<file path="src/rtl/dac_mon_pkg.sv">
// Shared definitions for the DAC link monitor: FSM state encoding and
// AXI write-response constants.
package dac_mon_pkg;

  localparam int unsigned STATE_W = 3;
  localparam int unsigned BRESP_W = 2;

  // AXI OKAY response; any other bresp value counts as an error.
  localparam logic [BRESP_W-1:0] BRESP_OKAY = 2'b00;

  // Encodings are visible on the state output port.
  typedef enum logic [STATE_W-1:0] {
    ST_IDLE      = 3'd0,
    ST_WAIT_RST  = 3'd1,
    ST_WAIT_ARDY = 3'd2,
    ST_SETTLE    = 3'd3,
    ST_CHECK     = 3'd4,
    ST_DONE      = 3'd5,
    ST_FAIL      = 3'd6
  } state_e;

endpackage : dac_mon_pkg

</file>
<file path="src/rtl/sat_counter.sv">
// Saturating up-counter with synchronous clear.
// Ports:
//   clk_i   - clock
//   rst_ni  - asynchronous active-low reset
//   clr_i   - synchronous clear; wins over inc_i
//   inc_i   - increment request
//   count_o - registered count, holds at all-ones
module sat_counter
  import dac_mon_pkg::*;
#(
  parameter int unsigned WIDTH = 32
) (
  input  logic             clk_i,
  input  logic             rst_ni,
  input  logic             clr_i,
  input  logic             inc_i,
  output logic [WIDTH-1:0] count_o
);

  logic [WIDTH-1:0] count_q;
  logic [WIDTH-1:0] count_d;

  // Next count: clear has priority, increment stops at all-ones.
  always_comb begin
    count_d = count_q;
    if (clr_i) begin
      count_d = '0;
    end else if (inc_i && (count_q != {WIDTH{1'b1}})) begin
      count_d = count_q + WIDTH'(1);
    end
  end

  always_ff @(posedge clk_i or negedge rst_ni) begin
    if (!rst_ni) begin
      count_q <= '0;
    end else begin
      count_q <= count_d;
    end
  end

  assign count_o = count_q;

endmodule : sat_counter

</file>
<file path="src/rtl/dac_link_monitor.sv">
// Passive monitor for a DAC configuration link. Observes AXI-Lite write
// traffic and the DAC sample bus, keeps saturating activity counters and
// sticky lane flags, and runs a bring-up check sequence:
// wait for transceiver reset-done edge, wait for DAC arready, settle,
// then pass if both writes and data were seen.
// Ports:
//   sys_clk, sys_rst_n          - clock, async active-low reset
//   start, clear                - arm check sequence / zero all monitor state
//   aw*, w*, b*                 - observed AXI-Lite write channel
//   arready, tx_reset_done      - DAC core ready, transceiver reset-done
//   tdata                       - DAC sample bus, NUM_LANES x LANE_W
//   wr_count, bresp_err_count,
//   beat_count                  - saturating activity counters
//   lane_active                 - sticky per-lane nonzero flags
//   last_awaddr, last_wdata     - last accepted write address / data
//   state, cfg_done, err_*      - sequence state, pass flag, failure causes
module dac_link_monitor
  import dac_mon_pkg::*;
#(
  parameter int unsigned NUM_LANES   = 8,
  parameter int unsigned LANE_W      = 32,
  parameter int unsigned CNT_W       = 32,
  parameter int unsigned ADDR_W      = 12,
  parameter int unsigned SETTLE_CYC  = 50,
  parameter int unsigned TIMEOUT_CYC = 100000
) (
  input  logic                        sys_clk,
  input  logic                        sys_rst_n,
  input  logic                        start,
  input  logic                        clear,
  input  logic                        awvalid,
  input  logic                        awready,
  input  logic [ADDR_W-1:0]           awaddr,
  input  logic                        wvalid,
  input  logic                        wready,
  input  logic [31:0]                 wdata,
  input  logic                        bvalid,
  input  logic                        bready,
  input  logic [1:0]                  bresp,
  input  logic                        arready,
  input  logic                        tx_reset_done,
  input  logic [NUM_LANES*LANE_W-1:0] tdata,
  output logic [CNT_W-1:0]            wr_count,
  output logic [CNT_W-1:0]            bresp_err_count,
  output logic [CNT_W-1:0]            beat_count,
  output logic [NUM_LANES-1:0]        lane_active,
  output logic [ADDR_W-1:0]           last_awaddr,
  output logic [31:0]                 last_wdata,
  output logic [2:0]                  state,
  output logic                        cfg_done,
  output logic                        err_no_write,
  output logic                        err_no_data,
  output logic                        err_timeout
);

  // Dwell counter must reach the larger of the two wait limits.
  localparam int unsigned DWELL_MAX = (TIMEOUT_CYC > SETTLE_CYC) ? TIMEOUT_CYC : SETTLE_CYC;
  localparam int unsigned DWELL_W   = $clog2(DWELL_MAX + 1);
  // Dwell reads 0 on the first cycle in a state, so the last cycle is N-1.
  localparam logic [DWELL_W-1:0] SETTLE_LAST  = DWELL_W'(SETTLE_CYC - 1);
  localparam logic [DWELL_W-1:0] TIMEOUT_LAST = DWELL_W'(TIMEOUT_CYC - 1);

  state_e               state_q;
  state_e               state_d;
  logic [DWELL_W-1:0]   dwell_q;
  logic                 dwell_clr;
  logic                 tx_done_q;
  logic                 tx_done_rise;
  logic [NUM_LANES-1:0] lane_nz;
  logic [NUM_LANES-1:0] lane_active_q;
  logic [ADDR_W-1:0]    last_awaddr_q;
  logic [31:0]          last_wdata_q;
  logic                 cfg_done_q;
  logic                 err_no_write_q;
  logic                 err_no_data_q;
  logic                 err_timeout_q;
  logic                 set_no_write;
  logic                 set_no_data;
  logic                 set_timeout;
  logic                 aw_hs;
  logic                 w_hs;
  logic                 b_err;
  logic [CNT_W-1:0]     wr_count_q;
  logic [CNT_W-1:0]     bresp_err_count_q;
  logic [CNT_W-1:0]     beat_count_q;

  assign aw_hs = awvalid && awready;
  assign w_hs  = wvalid && wready;
  assign b_err = bvalid && bready && (bresp != BRESP_OKAY);

  // Per-lane nonzero detect.
  for (genvar k = 0; k < NUM_LANES; k++) begin : g_lane
    assign lane_nz[k] = |tdata[k*LANE_W +: LANE_W];
  end

  // Rising edge against the previous cycle's level; a level high on entry
  // to WAIT_RST never produces an edge.
  assign tx_done_rise = tx_reset_done && !tx_done_q;

  // Activity counters; clear wins over a coincident qualifying event.
  sat_counter #(.WIDTH(CNT_W)) u_wr_cnt (
    .clk_i   (sys_clk),
    .rst_ni  (sys_rst_n),
    .clr_i   (clear),
    .inc_i   (w_hs),
    .count_o (wr_count_q)
  );

  sat_counter #(.WIDTH(CNT_W)) u_berr_cnt (
    .clk_i   (sys_clk),
    .rst_ni  (sys_rst_n),
    .clr_i   (clear),
    .inc_i   (b_err),
    .count_o (bresp_err_count_q)
  );

  sat_counter #(.WIDTH(CNT_W)) u_beat_cnt (
    .clk_i   (sys_clk),
    .rst_ni  (sys_rst_n),
    .clr_i   (clear),
    .inc_i   (|lane_nz),
    .count_o (beat_count_q)
  );

  // Cycles spent in the current state; reloads on every state change.
  assign dwell_clr = (state_d != state_q);

  sat_counter #(.WIDTH(DWELL_W)) u_dwell_cnt (
    .clk_i   (sys_clk),
    .rst_ni  (sys_rst_n),
    .clr_i   (dwell_clr),
    .inc_i   (1'b1),
    .count_o (dwell_q)
  );

  // Next-state and error-set decode. A qualifying event on the last
  // allowed cycle of a wait beats the timeout.
  always_comb begin
    state_d      = state_q;
    set_no_write = 1'b0;
    set_no_data  = 1'b0;
    set_timeout  = 1'b0;
    case (state_q)
      ST_IDLE: begin
        if (start) state_d = ST_WAIT_RST;
      end
      ST_WAIT_RST: begin
        if (tx_done_rise) begin
          state_d = ST_WAIT_ARDY;
        end else if (dwell_q == TIMEOUT_LAST) begin
          state_d     = ST_FAIL;
          set_timeout = 1'b1;
        end
      end
      ST_WAIT_ARDY: begin
        if (arready) begin
          state_d = ST_SETTLE;
        end else if (dwell_q == TIMEOUT_LAST) begin
          state_d     = ST_FAIL;
          set_timeout = 1'b1;
        end
      end
      ST_SETTLE: begin
        if (dwell_q == SETTLE_LAST) state_d = ST_CHECK;
      end
      ST_CHECK: begin
        if ((wr_count_q != '0) && (beat_count_q != '0)) begin
          state_d = ST_DONE;
        end else begin
          state_d      = ST_FAIL;
          set_no_write = (wr_count_q == '0);
          set_no_data  = (beat_count_q == '0);
        end
      end
      ST_DONE, ST_FAIL: begin
        if (start) state_d = ST_WAIT_RST;
      end
      default: state_d = ST_IDLE;
    endcase
    if (clear) begin
      state_d      = ST_IDLE;
      set_no_write = 1'b0;
      set_no_data  = 1'b0;
      set_timeout  = 1'b0;
    end
  end

  // State, sticky flags and capture registers.
  always_ff @(posedge sys_clk or negedge sys_rst_n) begin
    if (!sys_rst_n) begin
      state_q        <= ST_IDLE;
      tx_done_q      <= 1'b0;
      cfg_done_q     <= 1'b0;
      err_no_write_q <= 1'b0;
      err_no_data_q  <= 1'b0;
      err_timeout_q  <= 1'b0;
      lane_active_q  <= '0;
      last_awaddr_q  <= '0;
      last_wdata_q   <= '0;
    end else begin
      state_q    <= state_d;
      tx_done_q  <= tx_reset_done;
      cfg_done_q <= (state_d == ST_DONE);
      if (clear) begin
        err_no_write_q <= 1'b0;
        err_no_data_q  <= 1'b0;
        err_timeout_q  <= 1'b0;
        lane_active_q  <= '0;
        last_awaddr_q  <= '0;
        last_wdata_q   <= '0;
      end else begin
        err_no_write_q <= err_no_write_q | set_no_write;
        err_no_data_q  <= err_no_data_q | set_no_data;
        err_timeout_q  <= err_timeout_q | set_timeout;
        lane_active_q  <= lane_active_q | lane_nz;
        if (aw_hs) last_awaddr_q <= awaddr;
        if (w_hs)  last_wdata_q  <= wdata;
      end
    end
  end

  assign wr_count        = wr_count_q;
  assign bresp_err_count = bresp_err_count_q;
  assign beat_count      = beat_count_q;
  assign lane_active     = lane_active_q;
  assign last_awaddr     = last_awaddr_q;
  assign last_wdata      = last_wdata_q;
  assign state           = state_q;
  assign cfg_done        = cfg_done_q;
  assign err_no_write    = err_no_write_q;
  assign err_no_data     = err_no_data_q;
  assign err_timeout     = err_timeout_q;

endmodule : dac_link_monitor
</file>
<file path="config.mk">
export PLATFORM = sky130hd
export DESIGN_NAME = dac_link_monitor
export DESIGN_NICKNAME = d
export VERILOG_FILES = /design/src/rtl/dac_mon_pkg.sv /design/src/rtl/sat_counter.sv /design/src/rtl/dac_link_monitor.sv
export SDC_FILE = /design/constraint.sdc
export NUM_CORES = 1
export LEC_CHECK = 0
export ABC_AREA = 1
export CORE_ASPECT_RATIO = 0.5
export CORE_MARGIN = 8
export CORE_UTILIZATION = 45
export CTS_BUF_LIST = sky130_fd_sc_hd__clkbuf_4
export DETAILED_ROUTE_END_ITERATION = 8
export GPL_TIMING_DRIVEN = 0
export PLACE_DENSITY = 0.85
export SLEW_MARGIN = 20
export SYNTH_ARGS = -nofsm -noshare
export SYNTH_HDL_FRONTEND = slang
export SYNTH_HIERARCHICAL = 1
export SYNTH_SLANG_ARGS = --single-unit
</file>
<file path="constraint.sdc">
create_clock -name sys_clk -period 2.7 [get_ports sys_clk]
set_input_delay 0.81 -clock sys_clk [delete_from_list [all_inputs] [get_ports sys_clk]]
set_output_delay 0.81 -clock sys_clk [all_outputs]
set_load 0.02 [all_outputs]
</file>
# Word-level counts from Yosys, hierarchy flattened
# Index checks and enable logic that the tools add are counted.
# op_classes
add_sub_neg,4
eq_ne,14
n_mux,35
bitwise,4
n_reduce_logical,32
# ops
cell,n
$mux 32,8
$reduce_or 256->1,1
$reduce_or 32->1,8
$add 32x1->32 const B,3
$ne 32x32->1 const B,3
$logic_not 32->1,2
$reduce_bool 32->1,2
$mux 17,2
$mux 12,2
$mux 3,6
$add 17x1->17 const B,1
$eq 17x17->1 const B,1
$eq 17x6->1 const B,1
$ne 17x17->1 const B,1
$pmux 3 s5,1
$reduce_bool 2->1,7
$mux 1,13
$eq 3x3->1 const B,4
$logic_and 1x1->1,9
$mux 8,1
$or 8x8->8,1
$eq 3x2->1 const B,2
$eq 3x1->1 const B,1
$logic_not 3->1,1
other kinds (6),8
# word_totals
ff_bits,173
input_bits,314
output_inout_bits,155
elab_cells,102

# Longest topological paths before layout
# Gate-level depths: netlist of the first run.
# logic_depth
depth_word,7
mapped_depth,21

# By module
# Netlist of the first run, hierarchy kept.
# modules_own_cells
mod,instances,cells_each,area_per_inst_um2,seq_area_each_um2
sat_counter (u_beat_cnt ...),2,345,2243.4,800.8
dac_link_monitor,1,468,3430.8,1501.4
sat_counter (u_wr_cnt),1,347,2259.7,800.8
sat_counter (u_dwell_cnt),1,133,980.9,425.4

# Worst setup path before layout of the first run
# Ideal clock, no wire load.
# synth_path
path_type,input-to-reg
from,in wvalid
to,"reg u_wr_cnt.count_q[25], in the netlist u_wr_cnt/count_o[25]"
setup_time_ns,0.065
arrival_time_ns,2.135
required_ns,2.635
setup_slack_ns,0.500
path_stages,8
path_cell_list,nand2_1 -> inv_1 -> clkbuf_1 -> inv_1 -> a21oi_1 -> buf_2 -> nand4_1 -> nand2_1
# synth_via
elab_chain_cells,3
# synth_lines
element,line_no,text
start: declaration,dac_link_monitor.sv:34,"input logic wvalid,"
$logic_and 1x1->1,dac_link_monitor.sv:88,assign w_hs = wvalid && wready;
net w_hs,dac_link_monitor.sv:81,logic w_hs;
$logic_and 1x1->1,sat_counter.sv:28,end else if (inc_i && (count_q != {WIDTH{1'b1}})) begin
$reduce_bool 2->1 (no line),-,
end signal: assignment,sat_counter.sv:37,count_q <= count_d;
end: declaration,sat_counter.sv:20,logic [WIDTH-1:0] count_q;
# The timed path passes the listed nets, and every way through them passes these cells.
# A chain may end at the register's enable or synchronous reset.

# Worst setup path in the final report of the first run
# layout_path
from,in tdata[81]
to,"reg u_beat_cnt.count_q[26], in the netlist u_beat_cnt/count_o[26]"
# layout_via
elab_chain_cells,3
# layout_lines
element,line_no,text
start: declaration,dac_link_monitor.sv:42,"input logic [NUM_LANES*LANE_W-1:0] tdata,"
$reduce_or 256->1,dac_link_monitor.sv:121,".inc_i (|lane_nz),"
$logic_and 1x1->1,sat_counter.sv:28,
$reduce_bool 2->1 (no line),-,
end signal: assignment,sat_counter.sv:37,
end: declaration,sat_counter.sv:20,
# No other way between the ends.

==> run metrics, run 1 <==
status finished, final reports clean; Pre-antenna DRT Iters 6; Crit path max-delay family simple AND/OR/NAND/NOR gates; most frequent cells in the layout 522 x nand2_1, 455 x clkdlybuf4s50_1, 244 x nor2_1; Gate Count Post-Synth 1638; I/O Buffers 466; Multi-input gate area 6105 um2; post-route ant nets 0; post-layout minimum cycle time 2688 ps; Routed WL 45430 um; required time worst endpoint 3210 ps; Die H 127.3 um; Avg Inst Size Synth 6.812 um2; clk_lat worst skew 620 ps; Post-synth EDFFs 0; die area 30400 um2; Compound-Gate Fraction of Synth Area 5.831%; Final Max Tran Viols 0; Clock Path Buffers 2; CTS H-tree depth 4; worst ir drop on vdd 219.7 uV; Hold Path Class in -> async; Ports 469; multiplexer area fraction after synthesis 0%; Post-Layout Cell Count 2477; via count 12960; Global Route Usage Sum 28.98%; Worst path slowest cell nor4_1; fill count 2109; top-area cell type share of the netlist area 38.80%; CP endpoint kind flop; CP Max Fanout 10; Crit Path Class in -> reg; worst path bufs/invs 3; CTS tree yes; largest area contributor in the netlist dfrtp_1; CP arrival 3200 ps; DRC Markers 0; Seq/Total Area, Yosys 38.80%; dpl cells 2441; CTS root buf clkbuf_4; max_cap viols 0; FF+latch count, synth 173; Clock Skew 25.09 ps; core area 24170 um2; fraction of final layout cells with drive strength greater than 1 7.069%; Mapped Area 11160 um2; largest net degree at the start of global routing 98; Syn Nets 1957; main combinational cell family by area after synthesis simple AND/OR/NAND/NOR gates; Setup Viol. Count Final 0; PwrDens 324.5 nW/um2; RR Startpoint u_beat_cnt/count_o[17]; post-synth cell types 38; register area 4339 um2; CTS buffer count 17; NumNets Final 2442; Worst slew margin 54.96%; GP Congestion 0.9519; row count 40; XOR/XNOR share of the synthesized area 1.962%; Final Hold Vio Count 0; Post-DP HPWL 36920 um; vias in the first global route 12280; share of synthesized cell area in and, or, nand and nor gates 45.55%; First DRT Iteration DRCs 1187; actual slew at the worst max-slew pin 675.6 ps; width of the die 238.7 um; CTS sink cnt 173; DR WL/cell 18.34 um; Post-CTS Setup Inserts 0; commonest non-fill, non-tap cell in the layout nand2_1; asr flop ratio synth 100.0%; clk slew on worst S/H paths 160 ps; critical-path cell list clkdlybuf4s50_1 > nor4_1 > nand4_1 > nor2_2 > nand2_1 > nor2_1 > nand2_1 > inv_1 > a21oi_1 > buf_2 > nand4_1 > nand2_1; final core utilization 68.96%; CP dominant cell by count nand2_1; final setup TNS 0 ps; CP max stage delay 500 ps; first-pass GRT wire length 69360 um; Synth area leaders dfrtp_1 39%, nand2_1 18%, nor2_1 8.3%, nand3_1 7.4%, inv_1 4.5%; Synth warnings 6; initial antenna violation count 8; fmax 0.3720 GHz; Synth Flop Type dfrtp_1; Synth Area in Adders 0.5607%; Worst Setup SP tdata[81]; Vias/cell 5.233; R2R Setup Slk 280 ps; fin crit share 99.55%; Initial Util 46.16%; Critical Path Source Type primary input; area delta synth->final 49.41%; Pleak 7.171 nW; total grt overflow 0
==> power by group <==
group	switching [mW]	total, mW	leakage, nW	internal [mW]
logic	0.558	1.18	4.66	0.623
registers	0.0607	2.71	2.36	2.65
clock network	0.931	1.52	0.147	0.586
total	1.55	5.41	7.17	3.86
==> state kept, by name, indices dropped and copies added, names as in the netlist, 3 cells and up <==
name and flops:
last_awaddr 12, u_beat_cnt/count_o 32, state 3, u_dwell_cnt/count_o 17
u_berr_cnt/count_o 32, last_wdata 32, u_wr_cnt/count_o 32, lane_active 8
==> metrics by stage <==
| step | power (mW) | cell area [um2] | hold WS (ps) | setup WS, ps |
|---|---|---|---|---|
| after global routing | 5.670 | 16670 | 166.3 | -4.051 |
| after detailed placement | 3.927 | 16280 | 494.5 | -966.7 |
| after global placement | 3.908 | 16240 | 475.8 | -6560 |
| after CTS | 5.454 | 16580 | 140.5 | 6.390 |
| after floorplan | 3.165 | 11160 | 514.4 | 499.7 |
| final | 5.410 | 16670 | 157.9 | 12.02 |
==> cell type report <==
class | instances | share of cell area (%)
Clock inverter | 11 | 0.7130
Inverter | 145 | 3.295
Clock buffer | 21 | 0.9457
Tap cell | 336 | 2.522
Sequential cell | 173 | 26.03
Buffer | 41 | 1.546
Antenna cell | 5 | 0.07505
Timing Repair Buffer | 467 | 28.26
Multi-Input combinational cell | 1278 | 36.62
==> synthesized netlist by cell type, types with 5 or more instances <==
| master | instances |
|---|---|
| nor2_1 | 247 |
| nand4_1 | 50 |
| nor4_1 | 64 |
| nand2_4 | 9 |
| nand3_1 | 166 |
| nor2_2 | 12 |
| buf_1 | 6 |
| nand3b_1 | 5 |
| inv_1 | 135 |
| inv_2 | 9 |
| xor2_1 | 13 |
| o21ai_0 | 29 |
| nor3_1 | 5 |
| xnor2_1 | 12 |
| ha_1 | 5 |
| o21ai_1 | 32 |
| nand2_1 | 523 |
| nor2_4 | 10 |
| buf_2 | 7 |
| clkbuf_1 | 17 |
| dfrtp_1 | 173 |
| nand2_2 | 22 |
| buf_6 | 10 |
| a21oi_1 | 51 |
==> final timing paths <==
kind | end | cells after the start
worst max-delay path | u_beat_cnt/count_o[26] | 12
worst min-delay path | u_wr_cnt/count_o[24] | 1
worst max register to register | u_dwell_cnt/count_o[13] | 18
worst min register to register | err_no_data | 2
max in group asynchronous | u_berr_cnt/count_o[17] | 2
min in group sys_clk | err_no_data | 2
==> repair_timing <==
item                                    4_1_cts  5_1_grt
hold buffers                                  0        0
resized for setup                             6       28
pin swaps                                     0        1
endpoints found under the setup margin       36       61
==> kinds of logic (layout without fill, tap and decap cells) <==
family	Yosys count	after routing
AOI/OAI and AO/OA	123	123
xor gates and xnor gates	25	25
buffers and inverters	187	685
other	1	6
DFF	173	173
adders and majority gates	5	5
and+or+nand+nor	1124	1124
==> layer usage <==
layer  track usage, %  up-vias  routed length (um)
li1                 -     6316                   -
met1            35.68     6030               18050
met2            49.34      516               22580
met3            6.674       94                3277
met4            10.78        6                1499
met5                0        -                  32
(Power assumes the default switching activity.)
==> run 2: changes to the inputs <==
- CELL_PAD_IN_SITES_DETAIL_PLACEMENT: default -> 1
- CELL_PAD_IN_SITES_GLOBAL_PLACEMENT: default -> 1
- CORE_UTILIZATION: 45 -> 30
- PLACE_DENSITY: 0.85 -> 0.84
==> run 2 against run 1 <==
Compared with the run above: hold slack got worse by 9.4 ps; critical path depth fell by 11; power rose by 5.5%; combinational power barely moved; register-to-register slack barely moved; critical path type is now reg -> out; sequential cell count did not move; non-clock buffer count rose by 2; via count barely moved; clock power rose by 18%; sequential power barely moved; routed wire length rose by 13%; fmax rose by 2.0%.
==> run metrics, run 2 (synthesis results as in run 1) <==
status finished, final reports clean (unchanged); Setup Slack @ Placement -1128 ps (was -966.7 ps); row count 50 (was 40); fin crit share 97.58% (was 99.55%); first-pass GRT wire length 79560 um (was 69360 um); max_cap viols 0 (unchanged); post-layout minimum cycle time 2635 ps (was 2688 ps); Clock Path Buffers 2 (unchanged); NumNets Final 2444 (was 2442); Die H 152.4 um (was 127.3 um); unrepaired setup endpoints after global routing false; GP Congestion 0.8822 (was 0.9519); Hold Path Class in -> async (unchanged); Final Hold Vio Count 0 (unchanged); initial antenna violation count 3 (was 8); CTS buffer count 17 (unchanged); worst ir drop on vdd 218.4 uV (was 219.7 uV); Initial Util 30.13% (was 46.16%); Post-DP HPWL 41730 um (was 36920 um); area delta synth->final 51.79% (was 49.41%); most frequent cells in the layout 521 x nand2_1, 436 x clkdlybuf4s50_1, 243 x nor2_1 (was 522 x nand2_1, 455 x clkdlybuf4s50_1, 244 x nor2_1); Pleak 7.348 nW (was 7.171 nW); CP arrival 1820 ps (was 3200 ps); DR WL/cell 19.56 um (was 18.34 um); Critical Path Source Type flop (was primary input); CP endpoint kind output port (was flop); PwrDens 336.9 nW/um2 (was 324.5 nW/um2); Clock Skew 33.58 ps (was 25.09 ps); Post-Layout Cell Count 2633 (was 2477); post-route ant nets 0 (unchanged); register area 4357 um2 (was 4339 um2); RR Startpoint u_wr_cnt/count_o[25] (was u_beat_cnt/count_o[17]); fin area 16940 um2 (was 16670 um2); critical-path cell list clkdlybuf4s50_1 (was clkdlybuf4s50_1 > nor4_1 > nand4_1 > nor2_2 > nand2_1 > nor2_1 > nand2_1 > inv_1 > a21oi_1 > buf_2 > nand4_1 > nand2_1); fill count 4670 (was 2109); Global Route Usage Sum 22.72% (was 28.98%); CTS tree yes (unchanged); Setup Viol. Count Final 0 (unchanged); DRC Markers 0 (unchanged); First DRT Iteration DRCs 633 (was 1187); clk slew on worst S/H paths 170 ps (was 160 ps); width of the die 288.7 um (was 238.7 um); Crit path max-delay family buffers and inverters (was simple AND/OR/NAND/NOR gates); Ports 469 (unchanged); fraction of final layout cells with drive strength greater than 1 7.717% (was 7.069%); CTS sink cnt 173 (unchanged); required time worst endpoint 1890 ps (was 3210 ps); CP Max Fanout 5 (was 10); stages on the worst setup path 1 (was 12); Setup WS post-layout 65.30 ps (was 12.02 ps); die area 44000 um2 (was 30400 um2); actual slew at the worst max-slew pin 786.6 ps (was 675.6 ps); Worst R2R Path Depth 18 (unchanged); dpl cells 2599 (was 2441); CTS root buf clkbuf_4 (unchanged); Crit Path Class reg -> out (was in -> reg); fmax 0.3796 GHz (was 0.3720 GHz); Routed WL 51500 um (was 45430 um); via count 12960 (about the same); Worst path slowest cell clkdlybuf4s50_1 (was nor4_1); Multi-input gate area 6096 um2 (was 6105 um2); vias in the first global route 13800 (was 12280); final core utilization 45.73% (was 68.96%); clk_lat worst skew 640 ps (was 620 ps); commonest non-fill, non-tap cell in the layout nand2_1 (unchanged); Vias/cell 4.921 (was 5.233); core area 37040 um2 (was 24170 um2); worst path bufs/invs 1 (was 3); Worst Setup SP u_berr_cnt/count_o[10] (was tdata[81]); I/O Buffers 466 (unchanged); cts hold-fix bufs 0 (unchanged); CTS H-tree depth 4 (unchanged); DP Area 16480 um2 (was 16280 um2); largest net degree at the start of global routing 90 (was 98); CP max stage delay 710 ps (was 500 ps); Final Max Tran Viols 0 (unchanged); Worst slew margin 47.56% (was 54.96%); total grt overflow 0 (unchanged); Pre-antenna DRT Iters 5 (was 6)
[run 2: repair_timing]
item | 4_1_cts | 5_1_grt
cloned | 0 | 1
pin swaps | 1 | 5
resized for setup | 31 | 40
setup endpoints to repair | 69 | 67
setup buffers | 0 | 1
[run 2: area by class of cell]
| type | instances | share of cell area (%) |
|---|---|---|
| multi-input combinational | 1278 | 35.99 |
| antenna | 1 | 0.01477 |
| clock inverter | 14 | 1.138 |
| buffer | 41 | 1.537 |
| inverter | 145 | 3.258 |
| sequential | 173 | 25.72 |
| clock buffer | 18 | 0.7978 |
| tap | 494 | 3.649 |
| timing repair buffer | 469 | 27.89 |
[run 2: power breakdown]
| group | total (mW) | switching [mW] | internal, mW |
|---|---|---|---|
| clock | 1.79 | 1.04 | 0.749 |
| sequential | 2.72 | 0.0628 | 2.65 |
| combinational | 1.20 | 0.576 | 0.623 |
| total | 5.71 | 1.68 | 4.02 |
[run 2: worst paths after layout]
check	slack, ps	to
max	70	bresp_err_count[10]
min	150	last_wdata[20]
max reg2reg	280	u_dwell_cnt/count_o[13]
min reg2reg	530	err_no_write
max in group asynchronous	1530	u_beat_cnt/count_o[14]
min in group sys_clk	510	last_awaddr[4]
[run 2: through the flow]
step | hold WS, ps | power (mW) | setup TNS (ps)
floorplan | 514.4 | 3.165 | 0
global placement | 481.8 | 3.924 | -1310920
detailed placement | 486.2 | 3.957 | -85670
CTS | 158.4 | 5.770 | 0
global route | 180.6 | 5.964 | 0
finish | 148.4 | 5.706 | 0
[run 2: metal layers]
| metal | routed length (um) | global-route usage [%] | vias up |
|---|---|---|---|
| li1 | - | - | 6309 |
| met1 | 21890 | 27.60 | 6334 |
| met2 | 26560 | 40.86 | 249 |
| met3 | 1912 | 4.020 | 60 |
| met4 | 1110 | 6.228 | 4 |
| met5 | 28 | 0 | - |
